`config.mk`:
```
export PLATFORM = sky130hd
export DESIGN_NAME = present_arbiter_ctrl
export DESIGN_NICKNAME = d
export VERILOG_FILES = /design/src/rtl/present_arbiter_ctrl.sv
export SDC_FILE = /design/constraint.sdc
export NUM_CORES = 1
export LEC_CHECK = 0
export ABC_AREA = 1
export CAP_MARGIN = 20
export CORE_AREA = 2 2 223 225
export DETAILED_ROUTE_END_ITERATION = 6
export DIE_AREA = 0 0 225 227
export GPL_ROUTABILITY_DRIVEN = 0
export GPL_TIMING_DRIVEN = 0
export SYNTH_ARGS = -nofsm -noshare
export SYNTH_HDL_FRONTEND = slang
export SYNTH_SLANG_ARGS = --single-unit
```
`constraint.sdc`:
```
create_clock -name clk -period 12.24 [get_ports clk]
set_clock_uncertainty 0.15 [all_clocks]
set_input_delay 1.224 -clock clk [delete_from_list [all_inputs] [get_ports clk]]
set_output_delay 1.224 -clock clk [all_outputs]
set_load 0.02 [all_outputs]
```
`src/rtl/present_arbiter_ctrl.sv`:
```
// rtl/present_arbiter_ctrl.sv - round-robin sharing of one PRESENT core between two requesters
module present_arbiter_ctrl #(
  parameter int TIMEOUT   = 127,
  parameter int DONE_MASK = 2
) (
  input  logic        clk,
  input  logic        iReset,
  input  logic        req0_valid,
  output logic        req0_ready,
  input  logic [63:0] req0_dat,
  input  logic [79:0] req0_key,
  input  logic        req0_mode,
  input  logic        req1_valid,
  output logic        req1_ready,
  input  logic [63:0] req1_dat,
  input  logic [79:0] req1_key,
  input  logic        req1_mode,
  output logic        rsp_valid,
  input  logic        rsp_ready,
  output logic [63:0] rsp_dat,
  output logic        rsp_id,
  output logic        rsp_err,
  output logic        core_load,
  output logic        core_control,
  output logic [63:0] core_idat,
  output logic [79:0] core_key,
  input  logic [63:0] core_odat,
  input  logic        core_done
);

  localparam logic [6:0] TIMEOUT_C = 7'(TIMEOUT);
  localparam logic [6:0] MASK_C    = 7'(DONE_MASK);

  typedef enum logic [2:0] {IDLE, GRANT, LOAD, RUN, RESP} state_t;

  state_t      state, state_nxt;
  logic        win_id, win_nxt, win_valid, last_grant;
  logic        done_ok, timed_out;
  logic [63:0] job_dat;
  logic [79:0] job_key;
  logic        job_mode, job_id;
  logic [6:0]  cnt;
  logic        core_load_q;
  logic [63:0] rsp_dat_q;
  logic        rsp_id_q, rsp_err_q;

  assign win_valid = win_id ? req1_valid : req0_valid;
  // cnt is the number of RUN cycles already completed; done in the first DONE_MASK is stale
  assign done_ok   = core_done && (cnt >= MASK_C);
  assign timed_out = (cnt + 7'd1) == TIMEOUT_C;

  assign core_load    = core_load_q;
  assign core_idat    = job_dat;
  assign core_key     = job_key;
  assign core_control = job_mode;
  assign rsp_dat      = rsp_dat_q;
  assign rsp_id       = rsp_id_q;
  assign rsp_err      = rsp_err_q;

  always_ff @(posedge clk or posedge iReset) begin
    if (iReset) state <= IDLE;
    else        state <= state_nxt;
  end

  always_comb begin
    state_nxt  = state;
    win_nxt    = win_id;
    req0_ready = 1'b0;
    req1_ready = 1'b0;
    rsp_valid  = 1'b0;
    case (state)
      IDLE: begin
        if (req0_valid && req1_valid) begin
          win_nxt   = ~last_grant;
          state_nxt = GRANT;
        end else if (req0_valid) begin
          win_nxt   = 1'b0;
          state_nxt = GRANT;
        end else if (req1_valid) begin
          win_nxt   = 1'b1;
          state_nxt = GRANT;
        end
      end
      GRANT: begin
        // a winner that withdrew before the accept pulse is simply dropped
        req0_ready = win_valid && !win_id;
        req1_ready = win_valid && win_id;
        state_nxt  = win_valid ? LOAD : IDLE;
      end
      LOAD: state_nxt = RUN;
      RUN: begin
        if (done_ok || timed_out) state_nxt = RESP;
      end
      RESP: begin
        rsp_valid = 1'b1;
        if (rsp_ready) state_nxt = IDLE;
      end
      default: state_nxt = IDLE;
    endcase
  end

  always_ff @(posedge clk or posedge iReset) begin
    if (iReset) begin
      win_id      <= 1'b0;
      last_grant  <= 1'b1;
      core_load_q <= 1'b1;
      job_dat     <= '0;
      job_key     <= '0;
      job_mode    <= 1'b0;
      job_id      <= 1'b0;
      cnt         <= '0;
      rsp_dat_q   <= '0;
      rsp_id_q    <= 1'b0;
      rsp_err_q   <= 1'b0;
    end else begin
      win_id      <= win_nxt;
      core_load_q <= (state_nxt == LOAD);
      if (state == GRANT && win_valid) begin
        job_dat  <= win_id ? req1_dat  : req0_dat;
        job_key  <= win_id ? req1_key  : req0_key;
        job_mode <= win_id ? req1_mode : req0_mode;
        job_id   <= win_id;
      end
      if (state == LOAD)     cnt <= '0;
      else if (state == RUN) cnt <= cnt + 7'd1;
      if (state == RUN && done_ok) begin
        rsp_dat_q <= core_odat;
        rsp_err_q <= 1'b0;
        rsp_id_q  <= job_id;
      end else if (state == RUN && timed_out) begin
        rsp_dat_q <= '0;
        rsp_err_q <= 1'b1;
        rsp_id_q  <= job_id;
      end
      if (state == RESP && rsp_ready) last_grant <= job_id;
    end
  end

endmodule

```
==> results of run 1 <==
## registers in the layout, indices dropped and copies added (netlist names)
register,count
rsp_dat,64
rsp_id,1
core_load,1
core_idat,64
last_grant,1
state,3
job_id,1
core_control,1
core_key,80
rsp_err,1
win_id,1
cnt,7
## critical path, cell delays in order
cell and delay (ps):
clkdlybuf4s50_1 500, nand3_1 150, inv_1 90, clkdlybuf4s50_1 660
## cell families after synthesis
logic type                 Yosys count
AOI/OAI and AO/OA                  161
adders and majority gates            2
buffers and inverters               97
DFF                                225
and+or+nand+nor                    680
## cell usage after synthesis (all sizes together)
master / number / area share [%]
a21oi: 2 / 0.10
a31oi: 145 / 9.3
a32o: 1 / 0.10
buf: 46 / 2.8
clkbuf: 32 / 1.2
dfrtp: 223 / 57
dfstp: 2 / 0.54
ha: 2 / 0.26
inv: 19 / 0.73
nand2: 513 / 20
nand3: 10 / 0.51
nand3b: 1 / 0.077
nand4: 1 / 0.064
nor2: 153 / 6.0
nor3: 2 / 0.10
o21ai: 9 / 0.46
o22ai: 4 / 0.26
## through the flow
stage / cells / hold WS (ps)
floorplan: 1165 / 315
global placement: 2361 / 306
detailed placement: 2364 / 308
CTS: 2408 / 322
global route: 2408 / 338
finish: 2409 / 320
## worst max-delay path by stage
| stage | depth (start not counted) | to |
|---|---|---|
| 2_1_floorplan | 1 | cnt[0]$_DFFE_PP0P_ |
| 3_3_place_gp | 2 | core_idat[33]$_DFFE_PP0P_ |
| 3_5_place_dp | 4 | req1_ready |
| 4_1_cts | 4 | req1_ready |
| 5_1_grt | 4 | req1_ready |
| 6_report | 4 | req1_ready |
## metal layers
metal	global-route usage (%)	part of all wire [%]	vias to the layer above	wire length [um]
li1	-	-	4987	-
met1	19.1	39	4904	17000
met2	28.1	49	463	21300
met3	4.88	9.2	63	4020
met4	5.08	2.5	0	1110
met5	0	0	-	0
## report_power, final
part,switching [mW],internal (mW)
Combinational,1.37,1.00
Sequential,0.204,1.10
Clock,0.321,0.453
## layout make-up
type,count,area (um2)
tap,622,778
clock inverter,5,56.3
sequential,225,5630
inverter,19,78.8
fill,5030,31400
timing repair buffer,577,5820
clock buffer,39,771
multi-input combinational,843,3640
buffer,78,393
antenna,1,2.50
==> key figures, run 1 <==
Final layout
  • Area growth syn-to-layout: 76.3%
  • Most frequent cells in the layout: clkdlybuf4s50_1 (574), nand2_1 (501), dfrtp_1 (223), nor2_1 (150), a31oi_1 (145)
  • Post-route cell area: 0.0172 mm2
  • Commonest non-fill, non-tap cell in the layout: clkdlybuf4s50_1
  • Share of layout cells above drive strength 1: 6.05%
  • Nets: 2,133
  • Fin util: 35.4%

Yosys
  • Synth Warn #: 0
  • Syn Area/Cell: 8.36 um2
  • Combinational family with the most area after synthesis: simple AND/OR/NAND/NOR gates
  • Syn Nets: 1,527
  • Mux share of post-synthesis cell area: 0%
  • Synthesized area: 0.00974 mm2
  • Sequential area share after synthesis: 57.9%
  • Yosys cell types: 24
  • Post-Syn Instances: 1,165
  • Compound-Gate Fraction of Synth Area: 10.2%
  • Synthesized-area fraction occupied by xor and xnor cells: 0%
  • Number of synthesized register bits: 225
  • Adder-cell share of the synthesized area: 0.257%
  • Post-synthesis simple-gate area fraction: 26.9%

Timing
  • RSZ-0062 raised after global routing: false
  • Clock period minus worst slack: 4000 ps
  • Final setup viols: 0
  • Setup TNS: 0 ps
  • Final Hold Vio Count: 0
  • Setup ws final: 8240 ps
  • Slew margin rel.: 36.6%
  • Worst Tran Pin Value: 951 ps
  • Slew Limit Fails: 0
  • Fmax: 0.250 GHz
  • Final period util: 32.7%

Drt
  • Via density: 4.32
  • Drt initial violations: 527
  • Drt pass-1 iters: 4
  • Drt wl/cell: 18.1 um
  • Final WL: 43,500 um
  • DRC viols: 0
  • Post-DRT Antenna Nets: 0
  • Vias: 10.4k

Worst setup path
  • Reg2Reg Setup Slack: 9940 ps
  • Crit path kind: in -> out
  • Worst Setup SP: req1_valid
  • Worst Path Required: 10,870 ps
  • Worst reg2reg path depth: 8
  • CP endpoint kind: output port
  • Startpoint Class: input port
  • Reg2reg start: state[1]$_DFF_PP0_
  • Reg2reg end: core_key[79]$_DFFE_PP0P_
  • Critical path fanouts, max: 3
  • WP data arrival: 2630 ps

Die
  • Die height: 227 um
  • Starting Density: 20.1%
  • Core footprint: 0.0485 mm2
  • Die Wd: 225 um
  • Die Footprint: 0.0511 mm2
  • Io pins: 575
  • # rows: 81

Global route
  • First-pass GRT wire length: 63,100 um
  • Total GRT Usage: 16.1%
  • Largest net degree at the start of global routing: 116
  • Initial antenna violation count: 2
  • GRT Residual Overflow: 0
  • Vias in the first global route: 10.6k

Clock tree
  • Max H-tree Level: 1
  • CTS Sinks: 225
  • CTS clk-pin slew, worst paths: 60 ps
  • CTS tree: done
  • Post-CTS Setup Inserts: 0
  • Worst skew pair latency: 540 ps
  • Clock tree buffer depth: 3
  • Post-cts resize count: 0
  • Root buffer cell: clkbuf_16
  • CTS Buf Count: 27
  • Hold Buf Count CTS: 0

Min path
  • Hold Crit Depth: 2
  • Hold path startpoint: rsp_dat[17]$_DFFE_PP0P_
  • Worst Hold Endpoint: rsp_dat[17]$_DFFE_PP0P_
  • Path type of the worst min-delay path: reg -> reg

Pwr
  • Total Power: 4.45 mW
  • Pwr dens: 259 mW/mm2
  • Max IR drop VDD: 0.000119 V
  • Pleak: 7.43 nW

Place
  • # port buffers: 574
  • Dpl cell area: 0.0163 mm2
  • Place WS: 8170 ps
  • DP HPWL: 33,900 um

Flow run
  • Number of max-cap violations: 0

Status
  • Status: finished clean
No activity file was read; power rests on OpenSTA's default activity.
==> run 2, diff against run 1 <==
--- a/config.mk
+++ b/config.mk
@@ -7,9 +7,9 @@
 export LEC_CHECK = 0
 export ABC_AREA = 1
 export CAP_MARGIN = 20
-export CORE_AREA = 2 2 223 225
+export CORE_AREA = 2 2 224 226
 export DETAILED_ROUTE_END_ITERATION = 6
-export DIE_AREA = 0 0 225 227
+export DIE_AREA = 0 0 226 228
 export GPL_ROUTABILITY_DRIVEN = 0
 export GPL_TIMING_DRIVEN = 0
 export SYNTH_ARGS = -nofsm -noshare
==> constraint.sdc (replaced) <==
create_clock -name clk -period 3.25 [get_ports clk]
set_clock_uncertainty 0.15 [all_clocks]
set_input_delay 0.325 -clock clk [delete_from_list [all_inputs] [get_ports clk]]
set_output_delay 0.325 -clock clk [all_outputs]
set_load 0.02 [all_outputs]
==> key figures, run 2 (synthesis gave the netlist of run 1 again) <==
Die
  • Die height: 228 um (was 227 um)
  • # rows: 82 (was 81)
  • Io pins: 575 (unchanged)
  • Starting Density: 19.7% (was 20.1%)
  • Core footprint: 0.0493 mm2 (was 0.0485 mm2)
  • Die Wd: 226 um (was 225 um)
  • Die Footprint: 0.0515 mm2 (was 0.0511 mm2)

Timing
  • RSZ-0062 raised after global routing: false (unchanged)
  • Final period util: 80.9%
  • Final Hold Vio Count: 0 (unchanged)
  • Setup TNS: 0 ps (unchanged)
  • Slew margin rel.: 33.7% (was 36.6%)
  • Clock period minus worst slack: 2630 ps
  • Fmax: 0.380 GHz
  • Final Hold Slack: 181 ps (was 320 ps)
  • Final setup viols: 0 (unchanged)
  • Slew Limit Fails: 0 (unchanged)
  • Worst Tran Pin Value: 994 ps (was 951 ps)

Worst setup path
  • Reg2reg start: win_id$_DFFE_PP0P_ (was state[1]$_DFF_PP0_)
  • Crit path kind: reg -> out (was in -> out)
  • CP endpoint kind: output port (unchanged)
  • CP bufs+invs: 3 (unchanged)
  • CP cell instances: inv_2 -> nand2_1 -> nor2_1 -> nand3_1 -> inv_1 -> clkdlybuf4s50_1 (was clkdlybuf4s50_1 -> nand3_1 -> inv_1 -> clkdlybuf4s50_1)
  • Worst Path Required: 2770 ps (was 10,870 ps)
  • Slowest stage delay, CP: 660 ps (about the same)
  • WP data arrival: 2150 ps (was 2630 ps)
  • Critical path fanouts, max: 3 (unchanged)
  • Startpoint Class: flop (was input port)
  • Crit-path slowest cell: clkdlybuf4s50_1 (unchanged)
  • Crit path max-delay family: buffers and inverters (unchanged)
  • Worst Setup SP: state[1]$_DFF_PP0_ (was req1_valid)

Clock tree
  • CTS Sinks: 225 (unchanged)
  • CTS tree: done (unchanged)
  • Worst skew pair latency: 530 ps (was 540 ps)
  • Root buffer cell: clkbuf_16 (unchanged)
  • Post-CTS Setup Inserts: 0 (unchanged)
  • CTS Buf Count: 27 (unchanged)
  • CTS clk-pin slew, worst paths: 60 ps (about the same)
  • Post-cts resize count: 0 (unchanged)
  • Clock tree buffer depth: 3 (unchanged)
  • Max H-tree Level: 1 (unchanged)

Place
  • Placed Cells: 2,417 (was 2,364)
  • # port buffers: 574 (unchanged)
  • DP HPWL: 34,300 um (was 33,900 um)
  • Dpl cell area: 0.0164 mm2 (was 0.0163 mm2)

Pwr
  • Pleak: 7.47 nW (was 7.43 nW)
  • Combinational share of power: 52.8% (was 53.2%)
  • Switching share of power: 42.3% (was 42.5%)
  • P_sw: 7.11 mW (was 1.89 mW)
  • Clock power share: 17.7% (was 17.4%)
  • Cell Int Power: 9.70 mW (was 2.56 mW)
  • Max IR drop VDD: 0.000534 V (was 0.000119 V)
  • Pwr dens: 971 mW/mm2 (was 259 mW/mm2)
  • Share of power burned in registers: 29.5% (was 29.4%)

Final layout
  • Max reg flops: 80 (unchanged)
  • Most frequent cells in the layout: clkdlybuf4s50_1 (574), nand2_1 (501), dfrtp_1 (223), nor2_1 (150), a31oi_1 (145) (unchanged)
  • Non-filler cells, final: 2,466 (was 2,409)
  • Post-route cell area: 0.0173 mm2 (was 0.0172 mm2)
  • Fillers: 5,123 (was 5,030)
  • Share of layout cells above drive strength 1: 6.36% (was 6.05%)
  • Commonest non-fill, non-tap cell in the layout: clkdlybuf4s50_1 (unchanged)
  • Nets: 2,137 (was 2,133)
  • Area growth syn-to-layout: 77.9% (was 76.3%)

Global route
  • Initial antenna violation count: 1 (was 2)
  • Vias in the first global route: 10.6k (about the same)
  • First-pass GRT wire length: 63,700 um (was 63,100 um)
  • Total GRT Usage: 16.1% (about the same)
  • GRT Residual Overflow: 0 (unchanged)
  • Largest net degree at the start of global routing: 42 (was 116)

Drt
  • Drt pass-1 iters: 5 (was 4)
  • Via density: 4.24 (was 4.32)
  • Vias: 10.4k (about the same)
  • DRC viols: 0 (unchanged)
  • Final WL: 43,100 um (was 43,500 um)
  • Drt wl/cell: 17.5 um (was 18.1 um)
  • Post-DRT Antenna Nets: 0 (unchanged)
  • Drt initial violations: 431 (was 527)

Min path
  • Path type of the worst min-delay path: in -> reg (was reg -> reg)
  • Hold path startpoint: core_odat[39] (was rsp_dat[17]$_DFFE_PP0P_)

Flow run
  • Number of max-cap violations: 0 (unchanged)

Status
  • Status: finished clean (unchanged)
## run 2: cell count changes in the layout (fill, tap and decap cells not counted)
cell / previous run / this run
buf_12: 0 / 6
buf_16: 2 / 0
buf_8: 1 / 0
clkbuf_8: 5 / 8
clkinv_2: 3 / 4
clkinvlp_4: 0 / 1
dlygate4sd3_1: 0 / 1
inv_8: 2 / 0
## run 2: path summary, 6_finish.rpt
path | slack (ps) | cells past startpoint | to
min in group asynchronous | 600 | 3 | core_key[4]$_DFFE_PP0P_
max in group asynchronous | 1220 | 6 | core_idat[2]$_DFFE_PP0P_
max | 620 | 6 | req1_ready
min reg2reg | 320 | 2 | rsp_dat[56]$_DFFE_PP0P_
max reg2reg | 870 | 4 | core_idat[31]$_DFFE_PP0P_
min | 180 | 3 | rsp_dat[39]$_DFFE_PP0P_
## run 2: worst register-to-register path: cells and delay by family, from the launching register on
family	cells	cell delay, ps
compound gates	1	210
buf+inv	2	1390
flops	1	370
simple gates	1	200
## run 2: repair_timing
item / CTS / global route
endpoints found under the setup margin: 0 / 0
endpoints found under the hold margin: 15 / 0
hold buffers: 1 / 0
## run 2: per-stage QoR
step	util, %	setup slack (ps)	total power, mW
floorplan	-	-161	9.38
global placement	33.1	-2150	13.9
detailed placement	33.3	553	14.0
CTS	35.1	583	17.0
global route	35.1	514	17.9
finish	35.1	621	16.8
## run 2: layer usage
| metal | global-route usage [%] | vias to the layer above | part of all wire [%] |
|---|---|---|---|
| met5 | 0 | - | 0 |
| met3 | 4.64 | 64 | 8.8 |
| met2 | 28.5 | 432 | 49 |
| met4 | 5.11 | 0 | 2.8 |
| met1 | 18.6 | 4950 | 39 |
| li1 | - | 4999 | - |
## run 2: area by class of cell
type,instances,area (um2),share of cell area [%]
Clock buffer,42,812,4.69
Buffer,78,393,2.27
Sequential cell,225,5630,32.5
Clock inverter,5,50.0,0.289
Multi-Input combinational cell,843,3640,21.0
Tap cell,672,841,4.85
Timing Repair Buffer,581,5880,33.9
Antenna cell,1,2.50,0.0144
Inverter,19,75.1,0.433
## run 2: power by group through the flow
stage                     Combinational [mW]  Sequential, mW  Clock (mW)
after global placement                  8.93            4.94           0
after floorplan                         2.96            6.42           0
after global routing                    9.67            5.11        3.15
final                                   8.89            4.95        2.98
after detailed placement                9.02            4.98           0
after CTS                               9.04            4.95        3.05
